### src/rtl/vgacon_attr.sv
`default_nettype none
// ============================================================================
// vgacon_attr - attribute text-mode VGA controller with a fixed 5-clk pipeline
// Revision: 1.0
// ============================================================================
module vgacon_attr #(
    parameter int H_VISIBLE    = 640,
    parameter int H_FRONT      = 16,
    parameter int H_SYNC       = 96,
    parameter int H_BACK       = 48,
    parameter int V_VISIBLE    = 480,
    parameter int V_FRONT      = 10,
    parameter int V_SYNC       = 2,
    parameter int V_BACK       = 33,
    parameter int CHAR_H       = 16,
    parameter int COLS         = 80,
    parameter int ROWS         = 30,
    parameter int BLINK_FRAMES = 16,
    parameter int SYNC_POL     = 0
) (
    input  logic        clk,
    input  logic        resetn,
    output logic [12:0] tram_addr,
    input  logic [15:0] tram_data,
    output logic [11:0] crom_addr,
    input  logic [7:0]  crom_data,
    input  logic [6:0]  scroll_row,
    input  logic [6:0]  cursor_x,
    input  logic [6:0]  cursor_y,
    input  logic        cursor_en,
    output logic [1:0]  vga_r,
    output logic [1:0]  vga_g,
    output logic [1:0]  vga_b,
    output logic        vga_hsync,
    output logic        vga_vsync,
    output logic        frame_strobe
);

    localparam int   H_TOTAL    = H_VISIBLE + H_FRONT + H_SYNC + H_BACK;
    localparam int   V_TOTAL    = V_VISIBLE + V_FRONT + V_SYNC + V_BACK;
    localparam int   HW         = $clog2(H_TOTAL);
    localparam int   VW         = $clog2(V_TOTAL);
    localparam int   CSH        = (CHAR_H == 8) ? 3 : 4;
    localparam int   TEXT_LINES = ROWS * CHAR_H;
    localparam int   HS_START   = H_VISIBLE + H_FRONT;
    localparam int   VS_START   = V_VISIBLE + V_FRONT;
    localparam int   BW         = (BLINK_FRAMES > 1) ? $clog2(BLINK_FRAMES) : 1;
    localparam logic SYNC_ACT   = (SYNC_POL != 0);

    typedef struct packed {
        logic       vis;
        logic       text;
        logic       cur;
        logic       hs;
        logic       vs;
        logic [2:0] col;
        logic [3:0] grow;
    } ctrl_t;

    logic [HW-1:0] h_q, h_d;
    logic [VW-1:0] v_q, v_d;
    logic [6:0]    scroll_q, scroll_d;
    logic          blink_q, blink_d;
    logic [BW-1:0] bcnt_q, bcnt_d;
    logic          fs_q, fs_d;

    logic [12:0]   tram_addr_q, tram_addr_d;
    ctrl_t         s1_q, s1_d, s2_q, s2_d, s3_q, s3_d, s4_q, s4_d;
    logic [15:0]   tdata_q, tdata_d;
    logic [11:0]   crom_addr_q, crom_addr_d;
    logic [7:0]    attr3_q, attr3_d, attr4_q, attr4_d;
    logic [7:0]    glyph_q, glyph_d;
    logic [1:0]    red_q, red_d, grn_q, grn_d, blu_q, blu_d;
    logic          hs_q, hs_d, vs_q, vs_d;

    logic [HW-1:0] w_cell_x;
    logic [VW-1:0] w_cell_y;
    logic [7:0]    w_sum, w_phys;
    logic [3:0]    w_grow;
    logic          w_vis, w_text, w_bit;
    logic [3:0]    w_cidx;

    // Timing counters, frame-start scroll latch and cursor blink.
    always_comb begin
        h_d = h_q + HW'(1);
        v_d = v_q;
        if (h_q == HW'(H_TOTAL - 1)) begin
            h_d = '0;
            v_d = (v_q == VW'(V_TOTAL - 1)) ? '0 : v_q + VW'(1);
        end
        // Latched on the edge entering (0,0) so the whole frame sees one value.
        scroll_d = scroll_q;
        if (h_d == '0 && v_d == '0 && scroll_row < 7'(ROWS)) begin
            scroll_d = scroll_row;
        end
        fs_d    = (h_d == '0) && (v_d == VW'(V_VISIBLE));
        blink_d = blink_q;
        bcnt_d  = bcnt_q;
        if (fs_q) begin
            if (bcnt_q == BW'(BLINK_FRAMES - 1)) begin
                bcnt_d  = '0;
                blink_d = ~blink_q;
            end else begin
                bcnt_d = bcnt_q + BW'(1);
            end
        end
    end

    // Stage 1: cell decode, scrolled text-RAM address and control word.
    always_comb begin
        w_cell_x    = h_q >> 3;
        w_cell_y    = v_q >> CSH;
        w_grow      = 4'(v_q[CSH-1:0]);
        w_vis       = (32'(h_q) < H_VISIBLE) && (32'(v_q) < V_VISIBLE);
        w_text      = w_vis && (32'(v_q) < TEXT_LINES) && (32'(w_cell_x) < COLS);
        w_sum       = 8'(w_cell_y) + 8'(scroll_q);
        w_phys      = (w_sum >= 8'(ROWS)) ? w_sum - 8'(ROWS) : w_sum;
        tram_addr_d = 13'(w_phys * COLS) + 13'(w_cell_x);
        s1_d.vis    = w_vis;
        s1_d.text   = w_text;
        s1_d.cur    = cursor_en && blink_q && w_text
                      && (32'(w_cell_y) == 32'(cursor_y))
                      && (32'(w_cell_x) == 32'(cursor_x))
                      && (32'(w_grow) >= CHAR_H - 2);
        s1_d.hs     = (32'(h_q) >= HS_START) && (32'(h_q) < HS_START + H_SYNC);
        s1_d.vs     = (32'(v_q) >= VS_START) && (32'(v_q) < VS_START + V_SYNC);
        s1_d.col    = h_q[2:0];
        s1_d.grow   = w_grow;
    end

    // Stages 2-4: RAM capture, ROM address with attribute delay, ROM capture.
    always_comb begin
        tdata_d     = tram_data;
        s2_d        = s1_q;
        crom_addr_d = {tdata_q[7:0], s2_q.grow};
        attr3_d     = tdata_q[15:8];
        s3_d        = s2_q;
        glyph_d     = crom_data;
        attr4_d     = attr3_q;
        s4_d        = s3_q;
    end

    // Stage 5: colour select; cursor inversion is a glyph-bit flip.
    always_comb begin
        w_bit  = glyph_q[~s4_q.col] ^ s4_q.cur;
        w_cidx = w_bit ? attr4_q[3:0] : attr4_q[7:4];
        if (!s4_q.text) begin
            w_cidx = '0;
        end
        red_d = {w_cidx[2], w_cidx[2] & w_cidx[3]};
        grn_d = {w_cidx[1], w_cidx[1] & w_cidx[3]};
        blu_d = {w_cidx[0], w_cidx[0] & w_cidx[3]};
        hs_d  = s4_q.hs ? SYNC_ACT : ~SYNC_ACT;
        vs_d  = s4_q.vs ? SYNC_ACT : ~SYNC_ACT;
    end

    always_ff @(posedge clk or negedge resetn) begin
        if (!resetn) begin
            h_q         <= '0;
            v_q         <= '0;
            scroll_q    <= '0;
            blink_q     <= 1'b1;
            bcnt_q      <= '0;
            fs_q        <= 1'b0;
            tram_addr_q <= '0;
            s1_q        <= '0;
            tdata_q     <= '0;
            s2_q        <= '0;
            crom_addr_q <= '0;
            attr3_q     <= '0;
            s3_q        <= '0;
            glyph_q     <= '0;
            attr4_q     <= '0;
            s4_q        <= '0;
            red_q       <= '0;
            grn_q       <= '0;
            blu_q       <= '0;
            hs_q        <= ~SYNC_ACT;
            vs_q        <= ~SYNC_ACT;
        end else begin
            h_q         <= h_d;
            v_q         <= v_d;
            scroll_q    <= scroll_d;
            blink_q     <= blink_d;
            bcnt_q      <= bcnt_d;
            fs_q        <= fs_d;
            tram_addr_q <= tram_addr_d;
            s1_q        <= s1_d;
            tdata_q     <= tdata_d;
            s2_q        <= s2_d;
            crom_addr_q <= crom_addr_d;
            attr3_q     <= attr3_d;
            s3_q        <= s3_d;
            glyph_q     <= glyph_d;
            attr4_q     <= attr4_d;
            s4_q        <= s4_d;
            red_q       <= red_d;
            grn_q       <= grn_d;
            blu_q       <= blu_d;
            hs_q        <= hs_d;
            vs_q        <= vs_d;
        end
    end

    assign tram_addr    = tram_addr_q;
    assign crom_addr    = crom_addr_q;
    assign vga_r        = red_q;
    assign vga_g        = grn_q;
    assign vga_b        = blu_q;
    assign vga_hsync    = hs_q;
    assign vga_vsync    = vs_q;
    assign frame_strobe = fs_q;

endmodule
`default_nettype wire

### config.mk
export PLATFORM = sky130hd
export DESIGN_NAME = vgacon_attr
export DESIGN_NICKNAME = d
export VERILOG_FILES = /design/src/rtl/vgacon_attr.sv
export SDC_FILE = /design/constraint.sdc
export NUM_CORES = 1
export LEC_CHECK = 0
export BUFFER_PORTS_ARGS = -buffer_cell sky130_fd_sc_hd__buf_4
export CAP_MARGIN = 20
export CELL_PAD_IN_SITES_DETAIL_PLACEMENT = 0
export CELL_PAD_IN_SITES_GLOBAL_PLACEMENT = 1
export CORE_MARGIN = 3
export CORE_UTILIZATION = 45
export CTS_BUF_LIST = sky130_fd_sc_hd__clkbuf_16
export CTS_CLUSTER_DIAMETER = 120
export DETAILED_ROUTE_END_ITERATION = 8
export PLACE_DENSITY = 0.88
export SYNTH_ARGS = -nofsm -noshare
export SYNTH_HDL_FRONTEND = slang
export SYNTH_SLANG_ARGS = --single-unit
### constraint.sdc
create_clock -name clk -period 11.2 [get_ports clk]
set_clock_uncertainty 0.1 [all_clocks]
set_input_delay 0 -clock clk [delete_from_list [all_inputs] [get_ports clk]]
set_output_delay 0 -clock clk [all_outputs]
set_load 0.1 [all_outputs]
Yosys cells after proc, flatten, opt, wreduce, memory -nomap -nowiden
Index checks and enable logic that the tools add are counted.
{"block": "classes", "n_reduce_logical": 16, "n_div": 0, "magnitude_cmp": 11, "muxes": 11, "n_addsub": 6, "n_eq_ne": 6, "n_shift": 0, "multipliers": 1, "bitwise": 6}
{"operator": "$mux 10", "count": 3}
{"operator": "$add 10x1->10 const B", "count": 2}
{"operator": "$eq 10x10->1 const B", "count": 2}
{"operator": "$logic_not 10->1", "count": 2}
{"operator": "$lt 10x10->1 const B", "count": 2}
{"operator": "$lt 10x9->1 const B", "count": 2}
{"operator": "$add 13x7->13", "count": 1}
{"operator": "$logic_and 1x1->1", "count": 13}
{"operator": "$mux 4", "count": 3}
{"operator": "$eq 10x9->1 const B", "count": 1}
{"operator": "$ge 10x10->1 const B", "count": 1}
{"operator": "$ge 10x9->1 const B", "count": 1}
{"operator": "$mul 8x3->9 const B", "count": 1}
{"operator": "$add 6x7->8", "count": 1}
{"operator": "$ge 8x5->1 const B", "count": 1}
{"operator": "$mux 8", "count": 1}
{"operator": "$sub 8x5->8 const B", "count": 1}
{"operator": "$eq 6x7->1", "count": 1}
{"operator": "$eq 7x7->1", "count": 1}
{"operator": "$lt 7x5->1 const B", "count": 1}
{"operator": "$lt 7x7->1 const B", "count": 1}
{"operator": "$add 4x1->4 const B", "count": 1}
{"operator": "$eq 4x4->1 const B", "count": 1}
{"operator": "$ge 4x4->1 const B", "count": 1}
{"operator": "8 further kinds", "count": 12}
{"block": "word_totals", "ram_bits": 0, "output_inout_bits": 34, "elab_cells": 96, "register_bits": 142, "romBits": 0, "input_bits": 48, "memories": 0, "latch_bits": 0}

Logic depth before layout (Yosys ltp)
{"block": "logic_depth", "depth_word": 8, "depth_mapped": 18, "mapped_depth_nobuf": 18}

Worst setup path before layout
OpenSTA, ideal clock, no wires.
{"block": "synth_path", "path_kind": "register to register", "startpoint": "register v_q[4]", "endpoint": "register tram_addr_q[12], in the netlist tram_addr[12]", "path_stages_with_launch": 19, "t_arrival_ps": 4465, "period_less_slack_ps": 4690, "path_slack_ps": 6510, "required_ps": 10975, "path_cell_list": "dfrtp_1 ha_1 fa_1 a211oi_1 o21bai_1 a21o_1 nor4_1 nand2b_1 xnor2_1 ha_1 ha_1 fa_1 a21o_1 a21oi_1 xnor2_1 nand3_1 xor2_1 xnor2_1 xnor2_1"}
{"block": "synth_between", "elab_chain_len": 5}
{"item": "from (decl)", "line_no": "61", "source": "logic [VW-1:0] v_q, v_d;"}
{"item": "from (signal assigned)", "line_no": "182", "source": "v_q <= v_d;"}
{"item": "$add 6x7->8 (*)", "line_no": "116", "source": "w_sum = 8'(w_cell_y) + 8'(scroll_q);"}
{"item": "$sub 8x5->8 / $ge 8x5->1 (equally long branches)", "line_no": "117", "source": "w_phys = (w_sum >= 8'(ROWS)) ? w_sum - 8'(ROWS) : w_sum;"}
{"item": "$mux 8 (*)", "line_no": "117"}
{"item": "$mul 8x3->9 (*)", "line_no": "118", "source": "tram_addr_d = 13'(w_phys * COLS) + 13'(w_cell_x);"}
{"item": "$add 13x7->13 (*)", "line_no": "118"}
{"item": "via tram_addr_d[12]", "line_no": "67", "source": "logic [12:0] tram_addr_q, tram_addr_d;"}
{"item": "to (signal assigned)", "line_no": "187", "source": "tram_addr_q <= tram_addr_d;"}
{"item": "to (decl)", "line_no": "67"}
Mark *: on every way through the listed nets, which the timed path passes. The rest lies on a longest branch.
A chain may end at the register's enable or synchronous reset.

Worst setup path after layout
Ends and elaborated chain as after synthesis.

==> flow_summary.ini <==
[status]
status = complete, no violations

[route]
routed-via-count = 3718
drt_iter0_markers = 236
wirelength_mm = 11.3
drt-pass1-iter-count = 4
drc = 0
wire_per_inst_um = 15.3
ant_nets = 0
vias_per_cell = 5.04

[synth]
syn_inst = 430
synth_ff_type = dfrtp_1
yosys_warnings = 0
syn-num-nets = 507
mappedNetlistArea_sq_um = 5710
ys_async_sr_fraction_pct = 100
synth_edf_count = 0
avgSynthCellArea_sq_um = 13.3
yosysSeqAreaShare_pct = 62.3
synth_cell_types = 59
ys_ff_latch = 142

[clock_tree]
clock_path_buffers = 2
cts_setup_buffers = 0
cts_resized = 0
clock_sinks = 142
cts_buffers = 17
worstSkewPairLatency_ns = 0.42
path_clk_slew_ns = 0.06
root_buffer = clkbuf_16
cts_tree = yes
htreeDepth = 4

[timing]
worstMarginPinSlew_ns = 0.995
max_freq_mhz = 185
fin_ws_ns = 5.79
fin_setup_tns_ns = 0
grt_setup_unrepaired = false
setup_violations = 0
fin_crit_sh_pct = 48.3
fin_crit_ns = 5.41
drv_slew = 0
finalHoldViolCount = 0
hold_ws_ns = 0.139
slew_headroom_pct = 33.0

[final_layout]
fill_cells = 988
drive_above_1_share_pct = 24.6
final_area_sq_um = 7440
diodes = 0
final_util_pct = 60.9
final_nets = 633
finalNonFillerCells = 737
area_delta_synth_final_pct = 30.2

[setup_path]
critPathKind = reg2reg
crit_arrival_ns = 5.60
cp_max_fo = 9
critPathLaunchType = register
crit_path_end_kind = register
cp.required_ns = 11.39

[place]
port_buffers = 81
dp_hpwl_mm = 7.48
pre_cts_ws_ns = 5.87
place_inst = 668
place_area_sq_um = 6450
gp_congestion = 0.881

[global_routing]
grt.overflow.total = 0
grt_pass1_wl_mm = 18.7
grt_usage_pct = 17.0
grt_max_degree = 92
grt_pass1_vias = 3722
antenna_found_initial = 0

[die]
start_util_pct = 46.8
die_w_um = 119
dieArea_sq_um = 14100
coreArea_sq_um = 12200
die_h_um = 119
io_pins = 82
rows = 40

[power_and_ir_drop]
power_density_nw_per_um2 = 157
p_leak_nw = 3.59
p_total_mw = 1.17
vdd_drop_max_v = 0.0000988

[job]
cap_violations = 0

[worst_hold_path]
min_path_type = in2reg
-- repair_timing --
item                                    CTS  global route
hold buffers                             36             0
endpoints found under the hold margin    81             0
endpoints found under the setup margin    0             0
-- cells by family after synthesis --
| group | count (synthesis) | synth area share (%) |
|---|---|---|
| flip-flops | 142 | 62.3 |
| AND/OR/NAND/NOR | 117 | 11.3 |
| AO/OA/AOI/OAI | 55 | 6.31 |
| XOR/XNOR | 46 | 7.05 |
| adder cells (fa/ha/maj) | 29 | 6.75 |
| buffers and inverters | 25 | 2.52 |
| multiplexers | 16 | 3.77 |
-- cell usage after synthesis (3+ instances only) --
library cell	count	area, sq um
and3_1	3	18.8
nand3_1	15	75.1
o21bai_1	3	22.5
clkbuf_1	5	18.8
and4_1	3	26.3
a21o_1	6	45.0
inv_1	13	48.8
nor2b_1	6	37.5
a211oi_1	3	22.5
ha_1	26	325
o21ai_0	15	75.1
nand2_1	17	63.8
nor3_1	7	35.0
xor2_1	21	184
o21a_1	3	22.5
nor2_1	23	86.3
mux2_4	5	75.1
mux2i_1	5	50.1
mux2_2	4	45.0
and2_1	4	25.0
a21oi_1	12	60.1
nor4_1	8	50.1
dfrtp_1	139	3480
dfstp_2	3	78.8
nand4_1	12	75.1
fa_1	3	60.1
clkbuf_8	3	41.3
xnor2_1	25	219
-- power by group --
| part | switching, mW | internal [mW] | leakage (nW) |
|---|---|---|---|
| Clock | 0.217 | 0.353 | 0.294 |
| Combinational | 0.0425 | 0.0267 | 1.52 |
| Sequential | 0.00303 | 0.524 | 1.77 |
| Total | 0.263 | 0.903 | 3.59 |
-- flip-flops by register name, summed over array words and instances (netlist names) --
register / flops
frame_strobe: 1
blink_q: 1
h_q: 10
attr3_q: 8
crom_addr: 12
vga_r: 2
v_q: 10
vga_b: 2
s1_q: 11
glyph_q: 8
bcnt_q: 4
attr4_q: 8
scroll_q: 7
crom_addr_d: 4
s2_q: 7
vga_hsync: 1
tdata_q: 16
vga_g: 2
tram_addr: 13
s4_q: 7
vga_vsync: 1
s3_q: 7
-- layer usage --
metal  up-vias  part of all wire, %  GRT usage [%]
met5         -                    0              0
met4         0                  1.6           6.95
met3        15                  4.5           4.50
met2       100                   50           27.5
met1      1849                   44           21.8
li1       1754                    -              -
-- worst paths after layout --
| kind | startpoint | to | slack [ns] | depth (start not counted) |
|---|---|---|---|---|
| worst max-delay path | v_q[4] | tram_addr[12] | 5.79 | 18 |
| worst min-delay path | crom_data[0] | glyph_q[0] | 0.14 | 2 |
| worst max register to register | v_q[4] | tram_addr[12] | 5.79 | 18 |
| worst min register to register | tdata_q[0] | crom_addr[4] | 0.25 | 0 |
| max in group asynchronous | resetn | blink_q | 9.26 | 5 |
| min in group asynchronous | resetn | vga_g[1] | 0.51 | 3 |
-- cell usage in the layout (no fill, tap or decap), types with 4 or more instances in the layout --
cell / Yosys / routed
nor3_1: 7 / 7
dlygate4sd3_1: 0 / 36
mux2i_1: 5 / 5
o21ai_0: 15 / 15
nand4_1: 12 / 12
a21o_1: 6 / 6
clkbuf_16: 0 / 17
ha_1: 26 / 26
dfrtp_1: 139 / 139
and2_1: 4 / 4
xnor2_1: 25 / 25
nor2_1: 23 / 23
xor2_1: 21 / 21
inv_1: 13 / 14
a21oi_1: 12 / 12
mux2_4: 5 / 5
buf_4: 1 / 81
nand3_1: 15 / 15
nor2b_1: 6 / 6
nand2_1: 17 / 17
mux2_2: 4 / 4
nor4_1: 8 / 8
-- cell type report --
class	instances	area [sq um]	area share, %
Sequential cell	142	3560	47.8
Multi-Input combinational cell	263	2010	27.0
Timing Repair Buffer	119	1000	13.4
Clock buffer	17	425	5.72
Tap cell	168	210	2.83
Clock inverter	15	185	2.49
Inverter	13	48.8	0.656
-- critical path: stages, from the launching register on --
cell and delay [ns]:
dfrtp_1 0.48, ha_1 0.30, fa_1 0.41, a211oi_1 0.50, o211ai_1 0.17, nor4b_1 0.55, nor4_1 0.23, nand2b_1 0.22
xnor2_1 0.22, ha_1 0.28, ha_1 0.23, fa_1 0.42, a21o_1 0.20, a21oi_1 0.21, xnor2_1 0.20, nand3_1 0.14
xor2_1 0.17, xnor2_1 0.14, xnor2_1 0.12
No activity file was read; power rests on OpenSTA's default activity.
